File: config.mk
export PLATFORM = sky130hd
export DESIGN_NAME = qspi_prog_sequencer
export DESIGN_NICKNAME = d
export VERILOG_FILES = /design/src/rtl/qspi_seq_pkg.sv /design/src/rtl/qspi_seq_timer.sv /design/src/rtl/qspi_prog_sequencer.sv
export SDC_FILE = /design/constraint.sdc
export NUM_CORES = 1
export LEC_CHECK = 0
export CAP_MARGIN = 15
export CELL_PAD_IN_SITES_DETAIL_PLACEMENT = 1
export CELL_PAD_IN_SITES_GLOBAL_PLACEMENT = 2
export CORE_MARGIN = 10
export CORE_UTILIZATION = 34
export DETAILED_ROUTE_END_ITERATION = 16
export PLACE_DENSITY_LB_ADDON = 0.1
export SYNTH_ARGS = -nofsm -noshare
export SYNTH_HDL_FRONTEND = slang
export SYNTH_SLANG_ARGS = --single-unit
File: constraint.sdc
create_clock -name clk -period 18.5 [get_ports clk]
set_input_delay 3.7 -clock clk [delete_from_list [all_inputs] [get_ports clk]]
set_output_delay 3.7 -clock clk [all_outputs]
set_load 0.02 [all_outputs]
File: src/rtl/qspi_seq_pkg.sv
// Shared types and constants for the QSPI program/erase sequencer.
package qspi_seq_pkg;

  localparam int unsigned STATUS_W = 8;
  localparam int unsigned GAP_W    = 8;
  localparam int unsigned POLL_W   = 16;

  typedef enum logic [3:0] {
    S_IDLE,
    S_WREN_ISSUE,
    S_WREN_WAIT,
    S_WEL_ISSUE,
    S_WEL_WAIT,
    S_OP_ISSUE,
    S_OP_WAIT,
    S_POLL_ISSUE,
    S_POLL_WAIT,
    S_GAP,
    S_DONE
  } state_e;

  localparam logic [7:0] OPC_WREN = 8'h06;
  localparam logic [7:0] OPC_PP   = 8'h02;
  localparam logic [7:0] OPC_SE   = 8'h20;
  localparam logic [7:0] OPC_CE   = 8'hC7;
  localparam logic [7:0] OPC_RDSR = 8'h05;

  typedef enum logic [1:0] {
    REQ_PP   = 2'b00,
    REQ_SE   = 2'b01,
    REQ_CE   = 2'b10,
    REQ_RSVD = 2'b11
  } req_op_e;

  localparam logic [1:0] ABS_NONE = 2'b00;
  localparam logic [1:0] ABS_3B   = 2'b01;
  localparam logic [1:0] ABS_4B   = 2'b10;

  // Per-transaction configuration handed to qspi_fsm.
  typedef struct packed {
    logic [7:0]  opcode;
    logic [31:0] addr;
    logic [31:0] len;
    logic [1:0]  addr_sel;
    logic        dir;
  } fsm_cfg_t;

  function automatic logic [7:0] op_opcode(input req_op_e op);
    case (op)
      REQ_PP:  return OPC_PP;
      REQ_SE:  return OPC_SE;
      default: return OPC_CE;
    endcase
  endfunction

endpackage

File: src/rtl/qspi_seq_timer.sv
// Loadable down-counter; expired_o is high once the loaded count has run down to its last cycle.
module qspi_seq_timer
  import qspi_seq_pkg::*;
#(
  parameter int unsigned W = GAP_W
) (
  input  logic         clk,
  input  logic         reset,
  input  logic         load_i,
  input  logic [W-1:0] load_val_i,
  input  logic         en_i,
  output logic         expired_o
);

  logic [W-1:0] cnt_q, cnt_d;
  logic         expired_q;

  always_comb begin
    cnt_d = cnt_q;
    if (load_i) begin
      cnt_d = load_val_i;
    end else if (en_i && (cnt_q != '0)) begin
      cnt_d = cnt_q - W'(1);
    end
  end

  always_ff @(posedge clk or posedge reset) begin
    if (reset) begin
      cnt_q     <= '0;
      expired_q <= 1'b1;
    end else begin
      cnt_q     <= cnt_d;
      expired_q <= (cnt_d <= W'(1));
    end
  end

  assign expired_o = expired_q;

endmodule

File: src/rtl/qspi_prog_sequencer.sv
// Drives qspi_fsm through WREN, program/erase, then RDSR polling until WIP clears.
// Optional WEL verification after WREN is enabled by defining QSPI_SEQ_WEL_CHECK_EN.
module qspi_prog_sequencer
  import qspi_seq_pkg::*;
#(
  parameter logic [15:0] POLL_MAX = 16'd65535,
  parameter logic [7:0]  POLL_GAP = 8'd16,
  parameter logic        ADDR4    = 1'b0
) (
  input  logic        clk,
  input  logic        reset,
  input  logic        req_valid,
  output logic        req_ready,
  input  logic [1:0]  req_op,
  input  logic [31:0] req_addr,
  input  logic [31:0] req_len,
  output logic        seq_done,
  output logic        seq_err,
  output logic        fsm_start,
  input  logic        fsm_done,
  output logic [7:0]  fsm_cmd_opcode,
  output logic [31:0] fsm_addr,
  output logic [31:0] fsm_len_bytes,
  output logic [1:0]  fsm_addr_bytes_sel,
  output logic        fsm_dir,
  output logic [1:0]  fsm_cmd_lanes_sel,
  output logic [1:0]  fsm_addr_lanes_sel,
  output logic [1:0]  fsm_data_lanes_sel,
  output logic        fsm_mode_en,
  output logic [3:0]  fsm_dummy_cycles,
  input  logic [31:0] rx_data,
  input  logic        rx_wen
);

  localparam logic [1:0] ADDR_SEL = ADDR4 ? ABS_4B : ABS_3B;
  localparam fsm_cfg_t   CFG_RDSR = '{opcode: OPC_RDSR, addr: 32'd0, len: 32'd1,
                                      addr_sel: ABS_NONE, dir: 1'b0};

  state_e                state_q, state_d;
  req_op_e               op_q, op_d;
  logic [31:0]           addr_q, addr_d, len_q, len_d;
  fsm_cfg_t              cfg_q, cfg_d;
  logic                  start_q, start_d, ready_q, ready_d;
  logic                  done_q, done_d, err_q, err_d;
  logic [STATUS_W-1:0]   status_q, status_d, status_now;
  logic [POLL_W-1:0]     poll_q, poll_d;
  logic                  gap_load, gap_expired;
  logic                  unused_rx;

  // A byte arriving together with fsm_done wins over the stored status.
  assign status_now = rx_wen ? rx_data[STATUS_W-1:0] : status_q;
  assign unused_rx  = ^rx_data[31:STATUS_W];

  always_comb begin
    state_d  = state_q;
    op_d     = op_q;
    addr_d   = addr_q;
    len_d    = len_q;
    cfg_d    = cfg_q;
    status_d = status_q;
    poll_d   = poll_q;
    start_d  = 1'b0;
    err_d    = 1'b0;

    case (state_q)
      S_IDLE: begin
        if (req_valid && ready_q) begin
          op_d   = req_op_e'(req_op);
          addr_d = req_addr;
          len_d  = req_len;
          if (req_op_e'(req_op) == REQ_RSVD) begin
            state_d = S_DONE;
            err_d   = 1'b1;
          end else begin
            state_d = S_WREN_ISSUE;
          end
        end
      end
      S_WREN_ISSUE: state_d = S_WREN_WAIT;
      S_WREN_WAIT: begin
        if (fsm_done) begin
`ifdef QSPI_SEQ_WEL_CHECK_EN
          state_d = S_WEL_ISSUE;
`else
          state_d = S_OP_ISSUE;
`endif
        end
      end
      S_WEL_ISSUE: begin
        status_d = 8'hFF;
        state_d  = S_WEL_WAIT;
      end
      S_WEL_WAIT: begin
        if (rx_wen) status_d = rx_data[STATUS_W-1:0];
        if (fsm_done) begin
          if (status_now[1]) begin
            state_d = S_OP_ISSUE;
          end else begin
            state_d = S_DONE;
            err_d   = 1'b1;
          end
        end
      end
      S_OP_ISSUE: state_d = S_OP_WAIT;
      S_OP_WAIT:  if (fsm_done) state_d = S_POLL_ISSUE;
      S_POLL_ISSUE: begin
        status_d = 8'hFF;
        poll_d   = (poll_q == '1) ? poll_q : poll_q + POLL_W'(1);
        state_d  = S_POLL_WAIT;
      end
      S_POLL_WAIT: begin
        if (rx_wen) status_d = rx_data[STATUS_W-1:0];
        if (fsm_done) begin
          if (!status_now[0]) begin
            state_d = S_DONE;
          end else if (poll_q >= POLL_MAX) begin
            state_d = S_DONE;
            err_d   = 1'b1;
          end else begin
            state_d = S_GAP;
          end
        end
      end
      S_GAP:  if (gap_expired) state_d = S_POLL_ISSUE;
      S_DONE: begin
        state_d = S_IDLE;
        poll_d  = '0;
      end
      default: state_d = S_IDLE;
    endcase

    // Config and start are registered on entry to an issue state and held through its wait.
    case (state_d)
      S_WREN_ISSUE: begin
        cfg_d   = '{opcode: OPC_WREN, addr: 32'd0, len: 32'd0, addr_sel: ABS_NONE, dir: 1'b1};
        start_d = 1'b1;
      end
      S_WEL_ISSUE, S_POLL_ISSUE: begin
        cfg_d   = CFG_RDSR;
        start_d = 1'b1;
      end
      S_OP_ISSUE: begin
        cfg_d.opcode   = op_opcode(op_d);
        cfg_d.addr     = (op_d == REQ_CE) ? 32'd0 : addr_d;
        cfg_d.len      = (op_d == REQ_PP) ? len_d : 32'd0;
        cfg_d.addr_sel = (op_d == REQ_CE) ? ABS_NONE : ADDR_SEL;
        cfg_d.dir      = 1'b1;
        start_d        = 1'b1;
      end
      default: ;
    endcase

    done_d  = (state_d == S_DONE);
    ready_d = (state_d == S_IDLE);
  end

  assign gap_load = (state_q == S_POLL_WAIT) && (state_d == S_GAP);

  qspi_seq_timer #(.W(GAP_W)) u_gap_timer (
    .clk        (clk),
    .reset      (reset),
    .load_i     (gap_load),
    .load_val_i (POLL_GAP),
    .en_i       (state_q == S_GAP),
    .expired_o  (gap_expired)
  );

  always_ff @(posedge clk or posedge reset) begin
    if (reset) begin
      state_q  <= S_IDLE;
      op_q     <= REQ_PP;
      addr_q   <= '0;
      len_q    <= '0;
      cfg_q    <= '0;
      start_q  <= 1'b0;
      ready_q  <= 1'b1;
      done_q   <= 1'b0;
      err_q    <= 1'b0;
      status_q <= 8'hFF;
      poll_q   <= '0;
    end else begin
      state_q  <= state_d;
      op_q     <= op_d;
      addr_q   <= addr_d;
      len_q    <= len_d;
      cfg_q    <= cfg_d;
      start_q  <= start_d;
      ready_q  <= ready_d;
      done_q   <= done_d;
      err_q    <= err_d;
      status_q <= status_d;
      poll_q   <= poll_d;
    end
  end

  assign req_ready          = ready_q;
  assign seq_done           = done_q;
  assign seq_err            = err_q;
  assign fsm_start          = start_q;
  assign fsm_cmd_opcode     = cfg_q.opcode;
  assign fsm_addr           = cfg_q.addr;
  assign fsm_len_bytes      = cfg_q.len;
  assign fsm_addr_bytes_sel = cfg_q.addr_sel;
  assign fsm_dir            = cfg_q.dir;
  assign fsm_cmd_lanes_sel  = 2'b00;
  assign fsm_addr_lanes_sel = 2'b00;
  assign fsm_data_lanes_sel = 2'b00;
  assign fsm_mode_en        = 1'b0;
  assign fsm_dummy_cycles   = 4'd0;

endmodule

==> report_table.html <==
<table>
<tr><th>Metric</th><th>Value</th></tr>
<tr><th colspan="2">Run status</th></tr>
<tr><td>Result of the run</td><td>finished clean</td></tr>
<tr><th colspan="2">CTS</th></tr>
<tr><td>Clock Latency Late Sink</td><td>0.43 ns</td></tr>
<tr><td>Clock edge transition at the registers on the reported setup and hold paths</td><td>0.06 ns</td></tr>
<tr><td>Total setup buffers inserted after CTS</td><td>0</td></tr>
<tr><td>CTS Hold Buffers Added</td><td>0</td></tr>
<tr><td>CTS tree</td><td>done</td></tr>
<tr><td>Max clock buf depth</td><td>2</td></tr>
<tr><td>Post_cts resized</td><td>0</td></tr>
<tr><td>Clk root buf</td><td>clkbuf_16</td></tr>
<tr><td>TritonCTS Sinks</td><td>172</td></tr>
<tr><td>Number of CTS-inserted buffers</td><td>17</td></tr>
<tr><td>H-Tree Level Count</td><td>4</td></tr>
<tr><th colspan="2">STA</th></tr>
<tr><td>Upper clock frequency limit</td><td>144.3 MHz</td></tr>
<tr><td>Pins Over Slew Limit</td><td>0</td></tr>
<tr><td>Worst hold-check slack</td><td>0.4806 ns</td></tr>
<tr><td>Sum of negative setup slack</td><td>0 ns</td></tr>
<tr><td>Slew at the pin closest to its max-slew limit</td><td>1.092 ns</td></tr>
<tr><td>RSZ-0062 raised after global routing</td><td>false</td></tr>
<tr><td>Total setup violations reported at the end of the flow</td><td>0</td></tr>
<tr><td>Final period demand of the worst path</td><td>6.928 ns</td></tr>
<tr><td>Final hold viol count</td><td>0</td></tr>
<tr><td>Worst slew slack as a fraction of its limit</td><td>0.2623</td></tr>
<tr><td>Post-route fraction of the period consumed by the critical path</td><td>0.3745</td></tr>
<tr><td>Worst setup skew after layout</td><td>0.01119 ns</td></tr>
<tr><th colspan="2">Yosys</th></tr>
<tr><td>Cell types occupying the most area after synthesis</td><td>dfrtp_1 58%, mux2_2 10%, a32o_1 8.8%</td></tr>
<tr><td>Instance count of the mapped netlist</td><td>548</td></tr>
<tr><td>Share of the synthesized area in the top cell type</td><td>0.5835</td></tr>
<tr><td>Dominant cell type by area after synthesis</td><td>dfrtp_1</td></tr>
<tr><td>Most common cell in the synthesized netlist</td><td>dfrtp_1</td></tr>
<tr><td>Share of flip-flops with an asynchronous set or reset after synthesis</td><td>1.000</td></tr>
<tr><td>Post-synth EDFFs</td><td>0</td></tr>
<tr><td>Synthesized area per cell</td><td>13.15 sq um</td></tr>
<tr><td>Total standard cell area after synthesis</td><td>7204 sq um</td></tr>
<tr><td>Most used flip-flop cell after synthesis</td><td>dfrtp_1</td></tr>
<tr><td>Top post-synthesis cells by count</td><td>168 x dfrtp_1, 65 x mux2_2, 63 x a32o_1</td></tr>
<tr><td>Distinct cells, synth</td><td>58</td></tr>
<tr><td>FF+latch count, synth</td><td>172</td></tr>
<tr><td>Proportion of synthesized chip area in sequential cells</td><td>0.5981</td></tr>
<tr><td>Warning count from the yosys run</td><td>0</td></tr>
<tr><th colspan="2">Drt</th></tr>
<tr><td>Vias/cell</td><td>5.139</td></tr>
<tr><td>Final WL</td><td>19,680 um</td></tr>
<tr><td>Remaining number of nets flagged by the antenna check after routing</td><td>0</td></tr>
<tr><td>DRC marker count from the first detailed-route iteration</td><td>185</td></tr>
<tr><td>Detailed-routing iteration count for the pre-antenna-repair pass</td><td>4</td></tr>
<tr><td>Average wire per standard cell</td><td>20.20 um</td></tr>
<tr><td>Vias</td><td>5,005</td></tr>
<tr><td># DRC</td><td>0</td></tr>
<tr><th colspan="2">Setup path</th></tr>
<tr><td>Origin of the critical flop-to-flop path</td><td>state_q[1]</td></tr>
<tr><td>CP top delay family</td><td>simple AND/OR/NAND/NOR gates</td></tr>
<tr><td>Critical path type</td><td>primary input to flop</td></tr>
<tr><td>Worst path depth</td><td>9</td></tr>
<tr><td>Arrival time reported for the critical path endpoint</td><td>7.28 ns</td></tr>
<tr><td>Critical Path Slowest Stage Cell</td><td>and2_4</td></tr>
<tr><td>Worst r2r path cells</td><td>8</td></tr>
<tr><td>Delay of the slowest critical-path stage</td><td>0.73 ns</td></tr>
<tr><td>Crit path launch</td><td>fsm_done</td></tr>
<tr><td>CP max FO</td><td>69</td></tr>
<tr><td>Crit path required time</td><td>18.86 ns</td></tr>
<tr><td>CP Capture Type</td><td>flop</td></tr>
<tr><td>CP Cell Sequence</td><td>clkdlybuf4s50_1 &gt; or3b_1 &gt; nor3_1 &gt; nand2_4 &gt; nand2b_4 &gt; nand2_4 &gt; inv_2 &gt; and2_4 &gt; a32o_1</td></tr>
<tr><td>CP bufs+invs</td><td>2</td></tr>
<tr><td>Critical Path Most Common Cell</td><td>nand2_4</td></tr>
<tr><td>Startpoint kind of the worst setup timing path</td><td>primary input</td></tr>
<tr><th colspan="2">Layout</th></tr>
<tr><td>Fraction of final layout cells with drive strength greater than 1</td><td>0.1731</td></tr>
<tr><td>Total Nets Final</td><td>792</td></tr>
<tr><td>Final Util</td><td>0.4513</td></tr>
<tr><td>Ant. Diodes</td><td>0</td></tr>
<tr><td>Syn-to-layout area delta</td><td>31.28%</td></tr>
<tr><th colspan="2">GRT</th></tr>
<tr><td>Maximum number of pins on one net before global-route repair</td><td>90</td></tr>
<tr><td>Total global routing track utilization</td><td>0.1451</td></tr>
<tr><td>GR Overflow Total</td><td>0</td></tr>
<tr><td>First-pass GRT wire length</td><td>31,080 um</td></tr>
<tr><td>Number of global-route vias before repair</td><td>5,510</td></tr>
<tr><td>Number of antenna violations at the first check in global routing</td><td>0</td></tr>
<tr><th colspan="2">Power</th></tr>
<tr><td>Share of power burned in registers</td><td>0.384</td></tr>
<tr><td>P_leak</td><td>3.931 nW</td></tr>
<tr><td>Cell area power density</td><td>162.0 nW/um^2</td></tr>
<tr><td>Switching share of power</td><td>0.3689</td></tr>
<tr><td>Combinational cell fraction of total power</td><td>0.385</td></tr>
<tr><td>Switching power</td><td>565.0 uW</td></tr>
<tr><td>Clock share of power</td><td>0.231</td></tr>
<tr><td>Max VDD drop</td><td>65.30 uV</td></tr>
<tr><td>Int Power</td><td>966.7 uW</td></tr>
<tr><th colspan="2">Worst hold path</th></tr>
<tr><td>Hold WC Path Type</td><td>flop to flop</td></tr>
<tr><td>Number of instances on the worst hold path</td><td>1</td></tr>
<tr><td>Startpoint of the lowest-slack hold path</td><td>fsm_dir</td></tr>
<tr><th colspan="2">Floorplan</th></tr>
<tr><td>Overall die area</td><td>27,410 sq um</td></tr>
<tr><td>Initial standard-cell utilization of the core</td><td>0.3438</td></tr>
<tr><td>Core Region</td><td>20,960 sq um</td></tr>
<tr><td>Y dimension of the die</td><td>165.6 um</td></tr>
<tr><td>Number of top-level pins</td><td>193</td></tr>
<tr><td>Die span in x</td><td>165.6 um</td></tr>
<tr><td>Cell row count</td><td>53</td></tr>
<tr><th colspan="2">Placed design</th></tr>
<tr><td>Detail Placement HPWL</td><td>13,300 um</td></tr>
<tr><td>Count of port buffers added during placement</td><td>148</td></tr>
<tr><td>Placer's final routability congestion estimate</td><td>0.7925</td></tr>
<tr><th colspan="2">Job</th></tr>
<tr><td>Total of max-cap violations</td><td>0</td></tr>
</table>
==> flip-flops by register name, indices dropped and copies added (netlist names), 4 cells and up <==
register           flops
addr_q                32
fsm_addr              32
fsm_cmd_opcode         5
fsm_len_bytes         32
len_q                 32
poll_q                16
state_q                4
u_gap_timer.cnt_q      8
==> routing by layer <==
layer | vias up | track usage | part of all wire
met5 | - | 0 | 0
met4 | 0 | 0.04310 | 0.011
met3 | 19 | 0.05602 | 0.074
met2 | 110 | 0.2362 | 0.49
met1 | 2597 | 0.1744 | 0.43
li1 | 2279 | - | -
==> final timing paths <==
kind	to	slack [ns]
min in group asynchronous	fsm_addr[25]	3.82
worst max-delay path	fsm_len_bytes[2]	11.57
worst max register to register	fsm_len_bytes[2]	14.77
worst min-delay path	fsm_dir	0.48
max in group asynchronous	req_ready	13.53
worst min register to register	fsm_dir	0.48
==> stage by stage <==
stage                     worst slack, ns  instances  power [mW]  instance area, sq um
after floorplan                     10.15        561      0.9781                  7253
after global placement              11.15        941       1.178                  8852
after detailed placement            11.11        941       1.199                  8852
after CTS                           11.56        973       1.559                  9430
after global routing                11.41        974       1.633                  9458
final                               11.57        974       1.532                  9458
==> placed cells by master (no fill, tap or decap), drive strengths merged, types with 3 or more instances in the layout <==
| cell type | instances |
|---|---|
| nand4 | 6 |
| conb | 14 |
| nand2b | 6 |
| a21oi | 6 |
| mux2i | 4 |
| nor2 | 35 |
| a32o | 63 |
| dfstp | 4 |
| ha | 3 |
| nor3 | 7 |
| a22o | 3 |
| nand2 | 19 |
| or3 | 5 |
| clkdlybuf4s50 | 148 |
| nor3b | 5 |
| and3 | 4 |
| buf | 8 |
| o21ai | 9 |
| nor4 | 7 |
| a211oi | 3 |
| xnor2 | 11 |
| and2 | 3 |
| inv | 22 |
| dfrtp | 168 |
| xor2 | 8 |
| clkinv | 3 |
| mux2 | 65 |
| o22a | 3 |
| clkbuf | 18 |
| nand3 | 12 |
==> kinds of logic (layout without fill, tap and decap cells) <==
group | Yosys count | in the layout | share of synthesized area
AO/OA/AOI/OAI | 104 | 104 | 0.1282
XOR/XNOR | 19 | 19 | 0.02310
adder cells (fa/ha/maj) | 3 | 3 | 0.005211
buffers and inverters | 63 | 201 | 0.04845
flip-flops | 172 | 172 | 0.5981
multiplexers | 69 | 69 | 0.1072
other | 1 | 14 | 0.0005205
AND/OR/NAND/NOR | 117 | 117 | 0.08927
==> power by group through the flow <==
stage | Sequential, mW | Clock [mW] | Combinational, mW
finish | 0.588 | 0.354 | 0.590
global placement | 0.589 | 0 | 0.590
global route | 0.607 | 0.383 | 0.642
detailed placement | 0.596 | 0 | 0.602
CTS | 0.590 | 0.365 | 0.604
floorplan | 0.632 | 0 | 0.346
==> layout make-up <==
type / instances / area (sq um)
Multi-Input combinational cell: 326 / 2611
Clock buffer: 18 / 429.2
Tap cell: 275 / 344.1
Clock inverter: 14 / 148.9
Fill cell: 2230 / 11500
Inverter: 13 / 53.80
Sequential cell: 172 / 4309
Timing Repair Buffer: 156 / 1562
Note: power is estimated with default switching activity, not from simulation.
